File: config.mk
export PLATFORM = sky130hd
export DESIGN_NAME = spram_echo_ctrl_flat
export DESIGN_NICKNAME = d
export VERILOG_FILES = /design/src/rtl/echo_pkg.sv /design/src/rtl/spram_echo_ctrl_if.sv /design/src/rtl/echo_sat_add.sv /design/src/rtl/spram_echo_ctrl.sv /design/src/flat_wrapper.sv
export SDC_FILE = /design/constraint.sdc
export NUM_CORES = 1
export LEC_CHECK = 0
export CELL_PAD_IN_SITES_DETAIL_PLACEMENT = 0
export CELL_PAD_IN_SITES_GLOBAL_PLACEMENT = 1
export CORE_MARGIN = 5
export CORE_UTILIZATION = 38
export DETAILED_ROUTE_END_ITERATION = 10
export PLACE_DENSITY = 0.87
export SLEW_MARGIN = 20
export SYNTH_ARGS = -nofsm -noshare
export SYNTH_HDL_FRONTEND = slang
export SYNTH_HIERARCHICAL = 1
export SYNTH_SLANG_ARGS = --single-unit
File: constraint.sdc
create_clock -name clk -period 3.5 [get_ports clk]
set_clock_uncertainty 0.1 [all_clocks]
set_input_delay 0.7 -clock clk [delete_from_list [all_inputs] [get_ports clk]]
set_output_delay 0.7 -clock clk [all_outputs]
set_load 0.01 [all_outputs]
File: src/rtl/echo_pkg.sv
// Shared definitions for the SPRAM echo/delay-line controller: default widths,
// FSM state encoding and the saturating adder used on the feedback path.
package echo_pkg;

    localparam int MEMLEN_DEF  = 16;
    localparam int DATALEN_DEF = 16;

    typedef enum logic [2:0] {
        ST_CLEAR = 3'd0,
        ST_IDLE  = 3'd1,
        ST_RD    = 3'd2,
        ST_RDCAP = 3'd3,
        ST_WR    = 3'd4
    } state_t;

    // Adds two sign-extended operands and clamps the sum to a w-bit signed range.
    function automatic logic signed [31:0] sat_add(input logic signed [31:0] a,
                                                   input logic signed [31:0] b,
                                                   input int unsigned w);
        logic signed [32:0] sum;
        logic signed [32:0] hi;
        logic signed [32:0] lo;
        sum = {a[31], a} + {b[31], b};
        hi  = (33'sd1 <<< (w - 1)) - 33'sd1;
        lo  = -(33'sd1 <<< (w - 1));
        if (sum > hi) begin
            return hi[31:0];
        end else if (sum < lo) begin
            return lo[31:0];
        end
        return sum[31:0];
    endfunction

endpackage

File: src/rtl/spram_echo_ctrl_if.sv
// Word-wide bus between the echo controller (master) and the 4-bank SPRAM block (slave).
interface spram_echo_ctrl_if
    import echo_pkg::*;
#(
    parameter int MEMLEN  = MEMLEN_DEF,
    parameter int DATALEN = DATALEN_DEF
);
    logic        [MEMLEN-1:0]  addr;
    logic signed [DATALEN-1:0] datain;
    logic signed [DATALEN-1:0] dataout;
    logic                      wren;

    modport master (output addr, output datain, output wren, input dataout);
    modport slave  (input addr, input datain, input wren, output dataout);

endinterface

File: src/rtl/echo_sat_add.sv
// Feedback mixer: attenuates the delayed sample by an arithmetic shift and adds it
// to the new sample with saturation; passes the sample through when feedback is off.
module echo_sat_add
    import echo_pkg::*;
#(
    parameter int DATALEN  = DATALEN_DEF,
    parameter int FB_SHIFT = 1
) (
    input  logic signed [DATALEN-1:0] sample,
    input  logic signed [DATALEN-1:0] delayed,
    input  logic                      fb_en,
    output logic signed [DATALEN-1:0] result
);

    logic signed [DATALEN-1:0] dly_sh;

    assign dly_sh = delayed >>> FB_SHIFT;
    assign result = fb_en ? DATALEN'(sat_add(32'(sample), 32'(dly_sh), DATALEN)) : sample;

endmodule

File: src/rtl/spram_echo_ctrl.sv
// Circular audio delay line with feedback on top of the single-port SPRAM block:
// one read and one write per accepted sample, four clocks per sample.
module spram_echo_ctrl
    import echo_pkg::*;
#(
    parameter int MEMLEN         = MEMLEN_DEF,
    parameter int DATALEN        = DATALEN_DEF,
    parameter int FB_SHIFT       = 1,
    parameter bit CLEAR_ON_RESET = 1'b1
) (
    input  logic                      clk,
    input  logic                      resetn,
    input  logic signed [DATALEN-1:0] sample_in,
    input  logic                      sample_valid,
    input  logic        [MEMLEN-1:0]  delay,
    input  logic                      fb_en,
    output logic                      ready,
    output logic signed [DATALEN-1:0] out_sample,
    output logic                      out_valid,
    output logic                      overrun,
    spram_echo_ctrl_if.master         mem
);

    localparam state_t RESET_ST = CLEAR_ON_RESET ? ST_CLEAR : ST_IDLE;

    state_t state;
    state_t state_nxt;
    // Low while reset is held and for the first edge after release, so every
    // output (including the memory strobes) reads 0 during reset.
    logic   run;

    logic        [MEMLEN-1:0]  clr_cnt;
    logic        [MEMLEN-1:0]  wr_ptr;
    logic        [MEMLEN-1:0]  rd_addr_p0;
    logic signed [DATALEN-1:0] sample_p0;
    logic                      fb_p0;
    logic signed [DATALEN-1:0] dly_p1;
    logic signed [DATALEN-1:0] wr_data;
    logic                      accept;

    assign accept = ready & sample_valid;

    always_ff @(posedge clk or negedge resetn) begin
        if (!resetn) begin
            state <= RESET_ST;
            run   <= 1'b0;
        end else begin
            state <= state_nxt;
            run   <= 1'b1;
        end
    end

    always_comb begin
        state_nxt = state;
        if (run) begin
            case (state)
                ST_CLEAR: if (clr_cnt == '1) state_nxt = ST_IDLE;
                ST_IDLE:  if (sample_valid) state_nxt = ST_RD;
                ST_RD:    state_nxt = ST_RDCAP;
                ST_RDCAP: state_nxt = ST_WR;
                ST_WR:    state_nxt = ST_IDLE;
                default:  state_nxt = ST_IDLE;
            endcase
        end
    end

    // The read address stays on the bus through RDCAP: the SPRAM bank mux is
    // combinational on addr and must still select the bank being read.
    always_comb begin
        ready      = 1'b0;
        mem.wren   = 1'b0;
        mem.addr   = '0;
        mem.datain = '0;
        if (run) begin
            case (state)
                ST_CLEAR: begin
                    mem.wren = 1'b1;
                    mem.addr = clr_cnt;
                end
                ST_IDLE:  ready = 1'b1;
                ST_RD,
                ST_RDCAP: mem.addr = rd_addr_p0;
                ST_WR: begin
                    mem.wren   = 1'b1;
                    mem.addr   = wr_ptr;
                    mem.datain = wr_data;
                end
                default: ;
            endcase
        end
    end

    always_ff @(posedge clk or negedge resetn) begin
        if (!resetn) begin
            clr_cnt    <= '0;
            wr_ptr     <= '0;
            out_sample <= '0;
            out_valid  <= 1'b0;
            overrun    <= 1'b0;
        end else begin
            out_valid <= (state == ST_WR);
            overrun   <= sample_valid & ~ready;
            if (run && state == ST_CLEAR) clr_cnt <= clr_cnt + 1'b1;
            if (state == ST_WR) begin
                wr_ptr     <= wr_ptr + 1'b1;
                out_sample <= dly_p1;
            end
        end
    end

    // p0: sample accepted in IDLE (delay subtraction wraps modulo 2^MEMLEN)
    always_ff @(posedge clk) begin
        if (accept) begin
            sample_p0  <= sample_in;
            fb_p0      <= fb_en;
            rd_addr_p0 <= wr_ptr - delay;
        end
    end

    // p1: delayed word captured from SPRAM at the end of RDCAP
    always_ff @(posedge clk) begin
        if (state == ST_RDCAP) dly_p1 <= mem.dataout;
    end

    echo_sat_add #(
        .DATALEN  (DATALEN),
        .FB_SHIFT (FB_SHIFT)
    ) u_sat_add (
        .sample  (sample_p0),
        .delayed (dly_p1),
        .fb_en   (fb_p0),
        .result  (wr_data)
    );

endmodule

File: src/flat_wrapper.sv
// flat-port wrapper written by rule: the top's interface ports become plain ports
module spram_echo_ctrl_flat import echo_pkg::*;
#(
    parameter int MEMLEN         = MEMLEN_DEF,
    parameter int DATALEN        = DATALEN_DEF,
    parameter int FB_SHIFT       = 1,
    parameter bit CLEAR_ON_RESET = 1'b1
)
  (clk, resetn, sample_in, sample_valid, delay, fb_en, ready, out_sample, out_valid, overrun, mem_addr, mem_datain, mem_wren, mem_dataout);
  spram_echo_ctrl_if #(.MEMLEN(MEMLEN), .DATALEN(DATALEN)) mem_i ();
  input  logic clk;
  input  logic resetn;
  input  logic signed [DATALEN-1:0] sample_in;
  input  logic sample_valid;
  input  logic        [MEMLEN-1:0] delay;
  input  logic fb_en;
  output logic ready;
  output logic signed [DATALEN-1:0] out_sample;
  output logic out_valid;
  output logic overrun;
  output wire logic [$bits(mem_i.addr)-1:0] mem_addr;
  output wire logic [$bits(mem_i.datain)-1:0] mem_datain;
  output wire logic [$bits(mem_i.wren)-1:0] mem_wren;
  input wire logic [$bits(mem_i.dataout)-1:0] mem_dataout;
  assign mem_addr = mem_i.addr;
  assign mem_datain = mem_i.datain;
  assign mem_wren = mem_i.wren;
  assign mem_i.dataout = mem_dataout;
  spram_echo_ctrl #(.MEMLEN(MEMLEN), .DATALEN(DATALEN), .FB_SHIFT(FB_SHIFT), .CLEAR_ON_RESET(CLEAR_ON_RESET)) u_core (.clk(clk), .resetn(resetn), .sample_in(sample_in), .sample_valid(sample_valid), .delay(delay), .fb_en(fb_en), .ready(ready), .out_sample(out_sample), .out_valid(out_valid), .overrun(overrun), .mem(mem_i));
endmodule
======== Word level (Yosys, flattened, before mapping) ========
Index checks and enable logic that the tools add are counted.
word-level totals
  register bits after elaboration ......... 103
  output and inout port bits .............. 52
  logic and storage cells ................. 49
cells by class
  magnitude comparators ................... 2
  reductions and logical operators ........ 5
  muxes and demuxes ....................... 17
  add/sub/neg operators ................... 4
  bitwise operators ....................... 3
  equal/unequal tests ..................... 7
operator list
  kind                                                   number
  2-to-1 mux 16 bit                                      7
  one-hot mux 16 bit (3 select lines)                    1
  adder 16 x 1 -> 16 bit, second input constant          2
  adder 16 x 15 -> 17 bit                                1
  > comparator 17 x 16 -> 1 bit, second input constant   1
  < comparator 17 x 16 -> 1 bit, second input constant   1
  == test 16 bit, second input constant                  1
  subtractor 16 bit                                      1
  one-hot mux 3 bit (4 select lines)                     1
  == test 3 x 2 -> 1 bit, second input constant          2
  2-to-1 mux 1 bit                                       6
  2-to-1 mux 3 bit                                       2
  OR reduction 2 bit                                     2
  == test 3 x 1 -> 1 bit, second input constant          1
  == test 3 bit, second input constant                   1
  logical NOT 3 bit                                      1
  AND reduction 3 bit                                    1
  bitwise AND 1 bit                                      2
  inequality test 2 x 1 -> 1 bit, second input constant  1
  inequality test 2 bit, second input constant           1
  logical AND 1 bit                                      1
  inverter 1 bit                                         1

======== Longest topological paths before layout ========
Gate-level depths: netlist (run 1).
  word-level depth ........................ 8
  depth in mapped cells ................... 10
  mapped depth without buffers ............ 9

======== Modules after synthesis ========
The synthesis (run 1) kept the hierarchy.
modules (own cells, without submodules)
  module           cells an instance  instances  seq. area each (um^2)  area each (um^2)
  spram_echo_ctrl  472                1          2822.7                 5187.5
  echo_sat_add     139                1          0.0                    1106.1

======== Least setup slack after synthesis (run 1) ========
Ideal clock, no wire load.
  kind .................................... reg2out
  start ................................... register u_core.sample_p0[0]
  end ..................................... output port mem_datain[10]
  data arrival time ....................... 2778 ps
  stages on the path, launching flop included .. 11
  data required time ...................... 2700 ps
  setup slack ............................. -78 ps
  path buffers ............................ 1
  path through ............................ edfxtp_1 -> ha_1 -> fa_1 -> a21oi_1 -> o21ai_1 -> a2111oi_2 -> o32ai_1 -> a21bo_2 -> buf_4 -> o221a_2 -> and3_1
between the ends
  word-level cells in the longest chain between the ends .. 8
  elaborated cells on any way between the ends .. 10
  classes of those cells .................. add/sub: 1; order compare: 2; mux: 7
RTL lines
  item                           RTL line                source
  from (decl)                    spram_echo_ctrl.sv:35   logic signed [DATALEN-1:0] sample_p0;
  from (signal assigned)         spram_echo_ctrl.sv:114  sample_p0 <= sample_in;
  adder 16 x 15 -> 17 bit *      echo_pkg.sv:23          sum = {a[31], a} + {b[31], b};
  < comparator 17 x 16 -> 1 bit  echo_pkg.sv:28          end else if (sum < lo) begin
  2-to-1 mux 1 bit               echo_pkg.sv:28
  2-to-1 mux 1 bit               echo_pkg.sv:26          if (sum > hi) begin
  2-to-1 mux 16 bit *            echo_pkg.sv:31          return sum[31:0];
  2-to-1 mux 16 bit *            echo_sat_add.sv:18      assign result = fb_en ? DATALEN'(sat_add(32'(sample), 32'(dly_sh), DATALEN)) : sample;
  named net u_core.wr_data[10]   spram_echo_ctrl.sv:38   logic signed [DATALEN-1:0] wr_data;
  2-to-1 mux 16 bit *            spram_echo_ctrl.sv:75   case (state)
  2-to-1 mux 16 bit *            spram_echo_ctrl.sv:74   if (run) begin
  to (decl)                      flat_wrapper.sv:22      output wire logic [$bits(mem_i.datain)-1:0] mem_datain;
The timed path passes the listed nets; every way through them passes the cells marked *.

======== Final worst setup path (run 1) ========
  start ................................... register u_core.sample_p0[0]
  end ..................................... output port mem_datain[13]
Same word-level chain as after synthesis.

==> flow_summary.json, run 1 <==
{
  "ant_nets": 0,
  "finalCritPeriodShare": 1.14,
  "grt_max_degree": 40,
  "fillCellCount": 1464,
  "cts.reportedPaths.clkPinSlew_ns": 0.07,
  "final-hold-violation-count": 0,
  "syn_area_per_cell_sq_um": 10.3,
  "drtIter0Drc": 350,
  "leakage_uw": 0.00371,
  "finalWeightedCongestion": 0.885,
  "die_area_sq_um": 19200,
  "yosysSeqAreaShare": 0.449,
  "clockBufferDepth": 2,
  "grt_pass1_vias": 5451,
  "cts_buffers": 9,
  "grt_pass1_wl_um": 28500,
  "core_sq_um": 16400,
  "drv_cap": 0,
  "dr.pass1.iters": 5,
  "failed_checks": "setup timing",
  "ys_seq_elements": 103,
  "placed_area_sq_um": 8010,
  "fmaxAchievable_mhz": 251,
  "vias_per_cell": 5.32,
  "synth_edf_count": 49,
  "yosysWarningCount": 6,
  "dp.cells": 977,
  "track_usage": 0.183,
  "grt.overflow.total": 0,
  "pre_cts_slack_ns": -0.538,
  "final_util": 0.526,
  "start_kind": "register",
  "syn_nets": 698,
  "h-tree-depth": 3,
  "fin_cells": 1005,
  "synth_ff_type": "dfrtp_1",
  "ir_worst_vdd_v": 0.000196,
  "yosysTopAreaCellShare": 0.234,
  "n_antenna_cell": 0,
  "worst_pin_slew_ns": 0.901,
  "synth_cells": 611,
  "fp-row-count": 47,
  "async_flop_share": 0.524,
  "drc": 0,
  "critPathMaxFanout": 4,
  "clkLatencyLatePin_ns": 0.35,
  "drive_gt1_frac": 0.239,
  "antenna_found_initial": 0,
  "worst_slack_ns": -0.482,
  "initial_core_util": 0.384,
  "finalSetupViolations": 16,
  "synth_area_sq_um": 6290,
  "clock-sinks": 103,
  "maxSlewHeadroom": 0.399,
  "drv_slew": 0,
  "clockRootBuffer": "clkbuf_16",
  "rsz0062_at_grt": "true",
  "port_buffers": 103,
  "synthToLayoutAreaGrowth_pct": 37.1,
  "die_w_um": 139,
  "dieHeight_um": 139,
  "vias": 5345,
  "wl_per_cell_um": 18.0,
  "synth_top_area_cell": "edfxtp_1",
  "drt_wl_total_um": 18100,
  "crit_type": "reg2out",
  "cts_tree": "done",
  "hp-class": "in2async",
  "required_ns": 2.70,
  "worstPathArrival_ns": 3.18,
  "synth_area_leaders": "edfxtp_1, dfrtp_1, ha_1, nand2_1, xnor2_1",
  "whs_ns": 0.302,
  "status": "finished with violations",
  "io_pins": 104,
  "nets": 867,
  "end_kind": "primary output",
  "ys_types": 68,
  "hpwl_um": 13300,
  "fin_crit_ns": 3.98,
  "stdcell_area_sq_um": 8630,
  "pwr_density_cell_nw_per_um2": 309
}
cell type report:
class / count / area [sq um] / share of cell area
multi-input cells: 453 / 3510 / 0.407
flip-flops and latches: 103 / 2820 / 0.327
repair buffers: 184 / 1630 / 0.189
well taps: 220 / 275 / 0.0319
clock buffers: 9 / 225 / 0.0261
inverters: 29 / 109 / 0.0126
clock inverters: 7 / 52.6 / 0.00609
kinds of logic after synthesis:
kind of cell	count (synthesis)	share of synthesized area
compound gates	135	0.162
xor+xnor	51	0.0710
flops	103	0.449
buf+inv	56	0.0380
other cells	1	0.000596
fa+ha+maj	35	0.0720
simple gates	210	0.171
mux	20	0.0370
stage by stage:
step / power (uW) / setup TNS [ns]
floorplan: 1550 / 0
global placement: 1720 / -6.61
detailed placement: 1720 / -7.72
CTS: 2690 / -6.91
global route: 2780 / -7.71
finish: 2660 / -6.58
synth_stat cells, drive strengths merged (2+ instances only):
master	count
nand2	80
dfrtp	54
edfxtp	49
ha	33
xnor2	30
inv	29
nor2	29
o21ai	25
a21oi	23
nor2b	23
and3	21
xor2	21
mux2	20
a22oi	16
clkbuf	16
nand4	14
nand3	13
o221a	13
buf	11
a211oi	7
nor3	7
o211ai	7
a21o	6
o21a	5
o21bai	5
or3	5
a2111oi	3
a21boi	3
a41oi	3
and2	3
a31oi	2
and4	2
fa	2
nand2b	2
nand3b	2
nand4b	2
o2111ai	2
o311ai	2
or3b	2
registers in the layout (all words and copies together), names as in the netlist:
signal	count
u_core/rd_addr_p0	16
u_core/out_sample	16
u_core/clr_cnt	16
u_core/run	1
u_core/sample_p0	16
u_core/dly_p1	16
u_core/overrun	1
u_core/fb_p0	1
u_core/out_valid	1
u_core/state	3
u_core/wr_ptr	16
cells in the final DEF (no fill, tap or decap), types with 4 or more instances in the layout:
cell type,netlist,final
nor2_1,28,27
o221a_2,13,6
inv_6,0,4
nand4_1,14,14
nor2b_1,23,23
mux2_2,18,18
buf_2,8,9
dfrtp_1,54,54
clkdlybuf4s50_1,0,86
buf_6,2,16
a22oi_1,16,16
ha_1,33,28
o21a_1,5,5
clkbuf_16,0,9
o21ai_0,20,19
buf_4,1,73
and3_1,21,14
o21bai_1,5,5
edfxtp_1,49,49
nand3_1,13,13
o211ai_1,7,7
a21o_1,6,6
xnor2_1,30,30
a211oi_1,7,5
inv_1,29,29
nand2_1,80,80
a21oi_1,23,20
o221a_4,0,7
nor3_1,6,6
xor2_1,21,21
and3_4,0,7
critical path: stages (launching register included):
cell and delay (ns):
edfxtp_1 0.46, ha_4 0.21, fa_2 0.36, a21oi_4 0.18, o21ai_4 0.08, a2111oi_4 0.37, buf_4 0.20, o311ai_4 0.11
mux2_4 0.33, buf_6 0.14, o221a_4 0.10, and3_4 0.17, buf_6 0.11
path summary, 6_finish.rpt:
path / start / to / slack (ns) / depth (start not counted)
max: u_core/sample_p0[0] / mem_datain[13] / -0.48 / 12
min: resetn / u_core/wr_ptr[14] / 0.30 / 1
max reg2reg: u_core/state[2] / u_core/rd_addr_p0[5] / 0.93 / 4
min reg2reg: u_core/dly_p1[0] / u_core/out_sample[0] / 0.35 / 2
max in group asynchronous: resetn / u_core/clr_cnt[2] / 2.31 / 2
min in group clk: u_core/dly_p1[0] / u_core/out_sample[0] / 0.35 / 2
what timing repair did:
| item | in CTS | in global routing |
|---|---|---|
| setup endpoints to repair | 16 | 16 |
| hold endpoints to repair | 0 | 0 |
| pin swaps | 12 | 13 |
| buffers inserted | 10 | 4 |
| gates resized for setup | 105 | 18 |
| cloned | 1 | 0 |
| hold buffers | 0 | 0 |
power breakdown:
group	leakage, uW	internal (uW)	total [uW]	switching, uW
registers	0.00118	1310	1360	48.7
clock network	0.000139	491	965	474
logic	0.00239	197	341	144
layer usage:
metal	track usage	routed length [um]	vias up
li1	-	-	2566
met1	0.234	7870	2583
met2	0.317	9020	173
met3	0.0317	897	23
met4	0.0577	319	0
met5	0	0	-
Power figures use the tool's default switching activity.
==> inputs of run 2 (changes only) <==
--- a/config.mk
+++ b/config.mk
@@ -7,7 +7,7 @@
 export LEC_CHECK = 0
 export CELL_PAD_IN_SITES_DETAIL_PLACEMENT = 0
 export CELL_PAD_IN_SITES_GLOBAL_PLACEMENT = 1
-export CORE_MARGIN = 5
+export CORE_MARGIN = 1
 export CORE_UTILIZATION = 38
 export DETAILED_ROUTE_END_ITERATION = 10
 export PLACE_DENSITY = 0.87
==> flow_summary.json, run 2 (synthesis results as in run 1) <==
{
  "port_buffers": 103,
  "hp-class": "in2async",
  "grt_pass1_wl_um": 26900,
  "die_area_sq_um": 17100,
  "pwr_density_cell_nw_per_um2": 310,
  "clkLatencyLatePin_ns": 0.35,
  "vias": 5256,
  "worst_slack_ns": -0.475,
  "cts_buffers": 9,
  "placed_area_sq_um": 8040,
  "drc": 0,
  "antenna_found_initial": 0,
  "n_antenna_cell": 0,
  "leakage_uw": 0.00372,
  "crit_end": "mem_datain[12]",
  "status": "finished with violations",
  "mostFrequentLayoutCell": "clkdlybuf4s50_1",
  "final-hold-violation-count": 0,
  "drtIter0Drc": 288,
  "clockBufferDepth": 2,
  "dieHeight_um": 131,
  "ir_worst_vdd_v": 0.000207,
  "clockRootBuffer": "clkbuf_16",
  "reg2reg_to": "u_core/rd_addr_p0[8]",
  "wl_per_cell_um": 17.1,
  "finalSetupViolations": 16,
  "core_sq_um": 16000,
  "ant_nets": 0,
  "r2r_setup_slack_ns": 0.91,
  "grt_max_degree": 40,
  "failed_checks": "setup timing",
  "nets": 866,
  "p_total_uw": 2660,
  "drv_cap": 0,
  "hpwl_um": 12800,
  "vias_per_cell": 5.26,
  "die_w_um": 131,
  "fin_cells": 1000,
  "final_cell_mix": "clkdlybuf4s50_1, nand2_1, buf_4",
  "io_pins": 104,
  "fmaxAchievable_mhz": 252,
  "initial_core_util": 0.393,
  "cts_tree": "done",
  "worstPathArrival_ns": 3.18,
  "drive_gt1_frac": 0.231,
  "critPathMaxFanout": 2,
  "finalWeightedCongestion": 0.950,
  "stdcell_area_sq_um": 8590,
  "drv_slew": 0,
  "maxSlewHeadroom": 0.377,
  "r2r_cells": 9,
  "crit_type": "reg2out",
  "fillCellCount": 1414,
  "reg2reg_from": "u_core/wr_ptr[0]",
  "dp.cells": 977,
  "finalCritPeriodShare": 1.14,
  "grt.overflow.total": 0,
  "startpoint": "u_core/dly_p1[1]",
  "start_kind": "register",
  "worst_pin_slew_ns": 0.935,
  "grt_pass1_vias": 5317,
  "end_kind": "primary output",
  "rsz0062_at_grt": "true",
  "drt_wl_total_um": 17100,
  "fp-row-count": 46,
  "required_ns": 2.70,
  "cts.reportedPaths.clkPinSlew_ns": 0.07,
  "synthToLayoutAreaGrowth_pct": 36.4,
  "track_usage": 0.207,
  "clock-sinks": 103,
  "dr.pass1.iters": 4,
  "fin_crit_ns": 3.98,
  "h-tree-depth": 3
}
-- run 2: metrics by stage --
| step | TNS (ns) | hold WS, ns | setup slack, ns | util |
|---|---|---|---|---|
| after detailed placement | -6.70 | 0.340 | -0.479 | 0.503 |
| after floorplan | 0 | 0.304 | 0.0280 | - |
| after CTS | -8.12 | 0.312 | -0.612 | 0.531 |
| after global routing | -8.13 | 0.346 | -0.606 | 0.537 |
| final | -6.02 | 0.293 | -0.475 | 0.537 |
| after global placement | -6.00 | 0.330 | -0.444 | 0.503 |
-- run 2: power breakdown --
group,internal (uW),leakage [uW],switching (uW)
clock,505,0.000135,459
sequential,1310,0.00118,50.4
combinational,196,0.00240,142
-- run 2: final cells by class --
type / count / area, sq um / share of cell area
sequential: 103 / 2820 / 0.329
clock inverter: 6 / 43.8 / 0.00510
multi-input combinational: 453 / 3490 / 0.406
timing repair buffer: 183 / 1620 / 0.188
tap: 216 / 270 / 0.0315
clock buffer: 10 / 239 / 0.0278
inverter: 29 / 109 / 0.0127
-- run 2: layer usage --
metal / GRT usage / up-vias / wire length (um)
met3: 0.0216 / 23 / 621
li1: - / 2562 / -
met5: 0 / - / 0
met4: 0.0690 / 0 / 322
met1: 0.259 / 2539 / 7510
met2: 0.373 / 132 / 8690
-- run 2: critical path, cell delays in order, from the launching register on --
cell      delay, ns
edfxtp_1       0.41
ha_2           0.21
fa_2           0.35
a21oi_2        0.17
buf_4          0.13
buf_4          0.10
o21ai_2        0.08
buf_4          0.17
a211o_2        0.32
a211oi_1       0.28
nor2_1         0.10
o221a_4        0.23
and3_1         0.15
buf_2          0.13
-- run 2: how the worst min path moves through the flow --
stage,slack (ns),cells past startpoint,start,end
floorplan,0.30,0,resetn,u_core/clr_cnt[0]
global placement,0.33,2,u_core/dly_p1[0],u_core/out_sample[0]
detailed placement,0.34,2,u_core/dly_p1[0],u_core/out_sample[0]
CTS,0.31,1,resetn,u_core/wr_ptr[8]
global route,0.35,1,resetn,u_core/wr_ptr[8]
finish,0.29,1,resetn,u_core/wr_ptr[9]
-- run 2: repair_timing --
item                                    4_1_cts  5_1_grt
pin swaps                                    20        7
buffers inserted                              6        1
endpoints found under the setup margin       16       16
hold endpoints to repair                      0        0
gates cloned                                  1        0
gates resized for setup                      94       13
hold buffers                                  0        0
==> RTL change 1 (settings of run 1) <==
The output `overrun` loses its register stage (`overrun` becomes a continuous assignment).
--- a/src/rtl/spram_echo_ctrl.sv
+++ b/src/rtl/spram_echo_ctrl.sv
@@ -96,10 +96,8 @@
             wr_ptr     <= '0;
             out_sample <= '0;
             out_valid  <= 1'b0;
-            overrun    <= 1'b0;
         end else begin
             out_valid <= (state == ST_WR);
-            overrun   <= sample_valid & ~ready;
             if (run && state == ST_CLEAR) clr_cnt <= clr_cnt + 1'b1;
             if (state == ST_WR) begin
                 wr_ptr     <= wr_ptr + 1'b1;
@@ -107,6 +105,8 @@
             end
         end
     end
+
+    assign overrun = sample_valid & ~ready;
 
     // p0: sample accepted in IDLE (delay subtraction wraps modulo 2^MEMLEN)
     always_ff @(posedge clk) begin
Behaviour: not the same (a bounded check fails within 4 cycles, from zero or initial values and one cycle with resetn low).
==> RTL change 1 against run 1 <==
- the run still ends with negative setup slack left
- final area shrank 0.86%
- global-route usage shrank 0.12 points
- synthesized area shrank 0.40%
- count of clock-buffer cells in the layout grew 2
- synthesized cell count shrank 0.16%
- final cell count shrank 0.80%
- wire length shrank 2.1%
- worst setup slack gained 0.035 ns
- non-clock buffer count shrank 7
- sequential cell count shrank 1
- power shrank 0.18%
- critical path type unchanged
==> RTL change 1: results (changes against run 1) <==
status=complete, but fails checks; failing checks=negative setup slack; slowest stage delay, CP=0.41 ns (-0.05 ns); Avg Inst Size Synth=10.28 µm² (-0.23%); FF-to-FF End=u_core/rd_addr_p0[8]; Crit path arrival time=3.15 ns (-0.03 ns); reg2reg path depth=9 (+5); switching pwr=643.5 µW (-3.5%); HPWL Detailed=13240 µm (-0.70%); post-route insts no fill=997 (-0.80%); FILL cells=1407 (-3.9%); Inst Count DP=968 (-0.92%); Placed Area=7921 µm² (-1.1%); Worst slew margin=37.65% (-2.3 points); Synth area leaders=edfxtp_1, dfrtp_1, ha_1; Post-Route WL=17730 µm (-2.1%); global-route wire length before repair=28390 µm (-0.29%); worst vdd ir=176.4 µV (-10%); Leak Pwr=3.684 nW (-0.63%); final worst slack=-0.4472 ns (+0.03502 ns); Synth Net Count=697 (-0.14%); crit-path max FO=2 (-2); sequential area share after synthesis=44.63% (-0.22 points); vias in the first global route=5444 (-0.13%); setup violators final=15 (-1); global-route usage over all layers=18.19% (-0.12 points); Synth async-reset ratio=51.96% (-0.47 points); Final Net Count=859 (-0.92%); reg2reg start=u_core/wr_ptr[0]; share of layout cells above drive strength 1=23.29% (-0.65 points); drt initial violations=393 (+12%); average via count per standard cell=5.318 (about the same); RD Place Congestion=0.8708 (-1.6%)
[RTL change 1: cell count changes in the layout (fill, tap and decap cells not counted), sizes merged]
cell / change
clkinvlp: +1
clkbuf: +2
buf: -7
dfrtp: -1
inv: -3
[RTL change 1: what timing repair did]
item	4_1_cts	5_1_grt
endpoints found under the hold margin	0	0
pin swaps	14	17
buffers inserted	11	5
resized for setup	94	28
cloned	1	0
endpoints found under the setup margin	16	16
[RTL change 1: kinds of logic (layout without fill, tap and decap cells)]
| family | Yosys count | in the layout | synth area share (%) |
|---|---|---|---|
| xor+xnor | 51 | 51 | 7.126 |
| mux | 20 | 21 | 3.713 |
| buf+inv | 56 | 222 | 3.812 |
| fa+ha+maj | 35 | 35 | 7.226 |
| flops | 102 | 102 | 44.63 |
| simple gates | 210 | 210 | 17.19 |
| compound gates | 135 | 135 | 16.25 |
| other cells | 1 | 1 | 0.05982 |
[RTL change 1: layer usage]
layer | GRT usage, % | vias up | share of wire, %
met4 | 5.876 | 0 | 2.0
met5 | 0 | - | 0
li1 | - | 2556 | -
met3 | 3.280 | 27 | 4.5
met1 | 23.28 | 2577 | 43
met2 | 31.27 | 142 | 50
[RTL change 1: worst max-delay path by stage]
stage	cells after the start	slack [ns]	endpoint	start
after detailed placement	11	-0.51	mem_datain[13]	u_core/sample_p0[0]
final	11	-0.45	mem_datain[14]	u_core/dly_p1[1]
after global routing	12	-0.52	mem_datain[13]	u_core/sample_p0[0]
after global placement	11	-0.44	mem_datain[12]	u_core/sample_p0[0]
after floorplan	10	0.03	mem_datain[10]	u_core/sample_p0[0]
after CTS	12	-0.51	mem_datain[14]	u_core/dly_p1[1]
[RTL change 1: power by group through the flow]
stage / registers (mW) / logic, mW / clock network [mW]
final: 1.35 / 0.342 / 0.970
after global routing: 1.35 / 0.381 / 1.04
after CTS: 1.35 / 0.350 / 0.998
after detailed placement: 1.37 / 0.345 / 0
after global placement: 1.37 / 0.335 / 0
after floorplan: 1.36 / 0.185 / 0
[RTL change 1: through the flow]
step	setup TNS [ns]	setup WS (ns)	hold WS, ns
final	-5.608	-0.4472	0.1659
after CTS	-6.857	-0.5085	0.1759
after global routing	-6.920	-0.5212	0.1829
after global placement	-6.357	-0.4402	0.3299
after detailed placement	-7.279	-0.5052	0.3559
after floorplan	0	0.02803	0.3044
[RTL change 1: area by class of cell]
cell class / instances / area, µm² / area share (%)
multi-input cells: 453 / 3525 / 41.20
well taps: 220 / 275.3 / 3.217
inverters: 29 / 108.9 / 1.272
repair buffers: 177 / 1564 / 18.28
clock buffers: 11 / 252.7 / 2.954
flip-flops and latches: 102 / 2798 / 32.70
clock inverters: 5 / 32.53 / 0.3802
==> RTL change 2 (flow settings as in run 1) <==
Made on the original files. Change the package constant `DATALEN_DEF` from 16 to 8.
--- a/src/rtl/echo_pkg.sv
+++ b/src/rtl/echo_pkg.sv
@@ -3,7 +3,7 @@
 package echo_pkg;
 
     localparam int MEMLEN_DEF  = 16;
-    localparam int DATALEN_DEF = 16;
+    localparam int DATALEN_DEF = 8;
 
     typedef enum logic [2:0] {
         ST_CLEAR = 3'd0,
Ports: changed (resized mem_datain, mem_dataout, out_sample and sample_in); port bits go from 104 to 72. The function was not compared with the original's and may differ.
==> RTL change 2 against run 1 <==
- final area shrank 28%
- sequential cell count shrank 24
- wire length shrank 36%
- via count shrank 30%
- non-clock buffer count shrank 92
- synthesized area shrank 23%
- worst setup slack gained 0.63 ns
- power shrank 15%
- die area shrank 21%
- critical endpoint is now mem_datain[6]
==> RTL change 2: results (changes against run 1) <==
global-route usage over all layers=16.10% (-2.2 points); Synth Instances=453 (-26%); post-route insts no fill=716 (-29%); reg2reg path depth=9 (+5); Synth Net Count=516 (-26%); status=completed; vias in the first global route=3972 (-27%); Post-Route WL=11630 µm (-36%); sequential area share after synthesis=44.07% (-0.78 points); Synth area leaders=dfrtp_1, edfxtp_1, ha_1; first-pass detailed-route iteration total=4 (-1); Hold Crit Class=in -> async; crit-path max FO=2 (-2); Worst Hold Slack=0.2819 ns (-0.02020 ns); Num CTS Buffers=9 (unchanged); worst vdd ir=221.3 µV (+13%); Worst Tran Pin Value=0.6638 ns (-0.2377 ns); H-tree depth=3 (unchanged); reg-to-reg slack, setup=0.85 ns (-0.08 ns); reg2reg start=u_core/wr_ptr[0]; yosys warns=6 (unchanged); Compound-Gate Fraction of Synth Area=14.65% (-1.5 points); Root Driver=clkbuf_16; post_cts resized=33 (-69%); Leak Pwr=2.616 nW (-29%); Clock Latency Late Sink=0.33 ns (-0.02 ns); Final Max Slew Viols=0 (unchanged); Synth Area in XOR/XNOR=8.108% (+1.0 points); Inst Count DP=699 (-28%); port bufs=71 (-31%); global-route wire length before repair=19440 µm (-32%); share of layout cells above drive strength 1=15.99% (-8.0 points); Synth async-reset ratio=58.23% (+5.8 points); RD Place Congestion=0.8652 (-2.2%); Netlist cell types=61 (-10%); Place WS=-0.08273 ns (+0.4551 ns); n_diodes=0 (unchanged); Crit path arrival time=2.56 ns (-0.62 ns); post-CTS setup buffers=2 (-8); FF-to-FF End=u_core/rd_addr_p0[8]; FILL cells=1154 (-21%); average via count per standard cell=5.254 (-1.2%); switching pwr=534.9 µW (-20%); largest net degree at the start of global routing=47 (+18%); post-synthesis adder-cell area fraction=7.259% (+0.062 points); largest registers=u_core/clr_cnt (16), u_core/rd_addr_p0 (16), u_core/wr_ptr (16); Clk pin slew, worst setup/hold paths=~0.060 ns; drt initial violations=338 (-3.4%); Seq. cell area=2142 µm² (-24%); mux share of post-synthesis cell area=6.255% (+2.6 points); initial antenna violation count=0 (unchanged); top_reg_cell synth=dfrtp_1; Placed Area=5858 µm² (-27%); Post-synth EDFFs=33 (-33%); Final Net Count=603 (-30%); HPWL Detailed=8671 µm (-35%); most frequent cells after synthesis=dfrtp_1, xnor2_1, edfxtp_1; clock buffer depth=2 (unchanged)
==> RTL change 2: worst max-delay path by stage <==
stage | slack (ns) | from | end
2_1_floorplan | 0.52 | u_core/sample_p0[0] | mem_datain[1]
3_3_place_gp | -0.01 | u_core/sample_p0[0] | mem_datain[6]
3_5_place_dp | -0.08 | u_core/sample_p0[0] | mem_datain[6]
4_1_cts | 0.01 | u_core/sample_p0[0] | mem_datain[6]
5_1_grt | -0.01 | u_core/dly_p1[5] | mem_datain[6]
6_report | 0.14 | u_core/sample_p0[0] | mem_datain[6]
==> RTL change 2: routing by layer <==
| layer | GRT usage (%) | share of wire, % | wire (µm) | vias to the layer above |
|---|---|---|---|---|
| met5 | 0 | 0 | 0 | - |
| li1 | - | - | - | 1849 |
| met3 | 1.693 | 4.1 | 474 | 14 |
| met4 | 5.882 | 1.8 | 205 | 0 |
| met1 | 20.53 | 45 | 5200 | 1815 |
| met2 | 28.29 | 49 | 5747 | 84 |
==> RTL change 2: power by group through the flow <==
stage	combinational (mW)	sequential [mW]	clock [mW]
2_1_floorplan	0.183	1.06	0
3_3_place_gp	0.307	1.08	0
3_5_place_dp	0.315	1.08	0
4_1_cts	0.317	1.06	0.908
5_1_grt	0.347	1.07	0.941
6_report	0.311	1.06	0.894
==> RTL change 2: area by class of cell <==
type / instances / share of cell area (%)
clock inverter: 5 / 0.8313
timing repair buffer: 92 / 13.44
multi-input combinational: 333 / 42.30
inverter: 25 / 1.521
sequential: 79 / 34.71
tap: 172 / 3.487
clock buffer: 10 / 3.710
==> RTL change 2: worst max-delay path: stages (launching register included) <==
cell      delay, ns
edfxtp_1       0.39
ha_2           0.22
fa_2           0.37
a211oi_4       0.25
o21bai_1       0.12
a21oi_1        0.25
xnor2_1        0.15
o221a_1        0.19
and3_1         0.15
buf_2          0.13
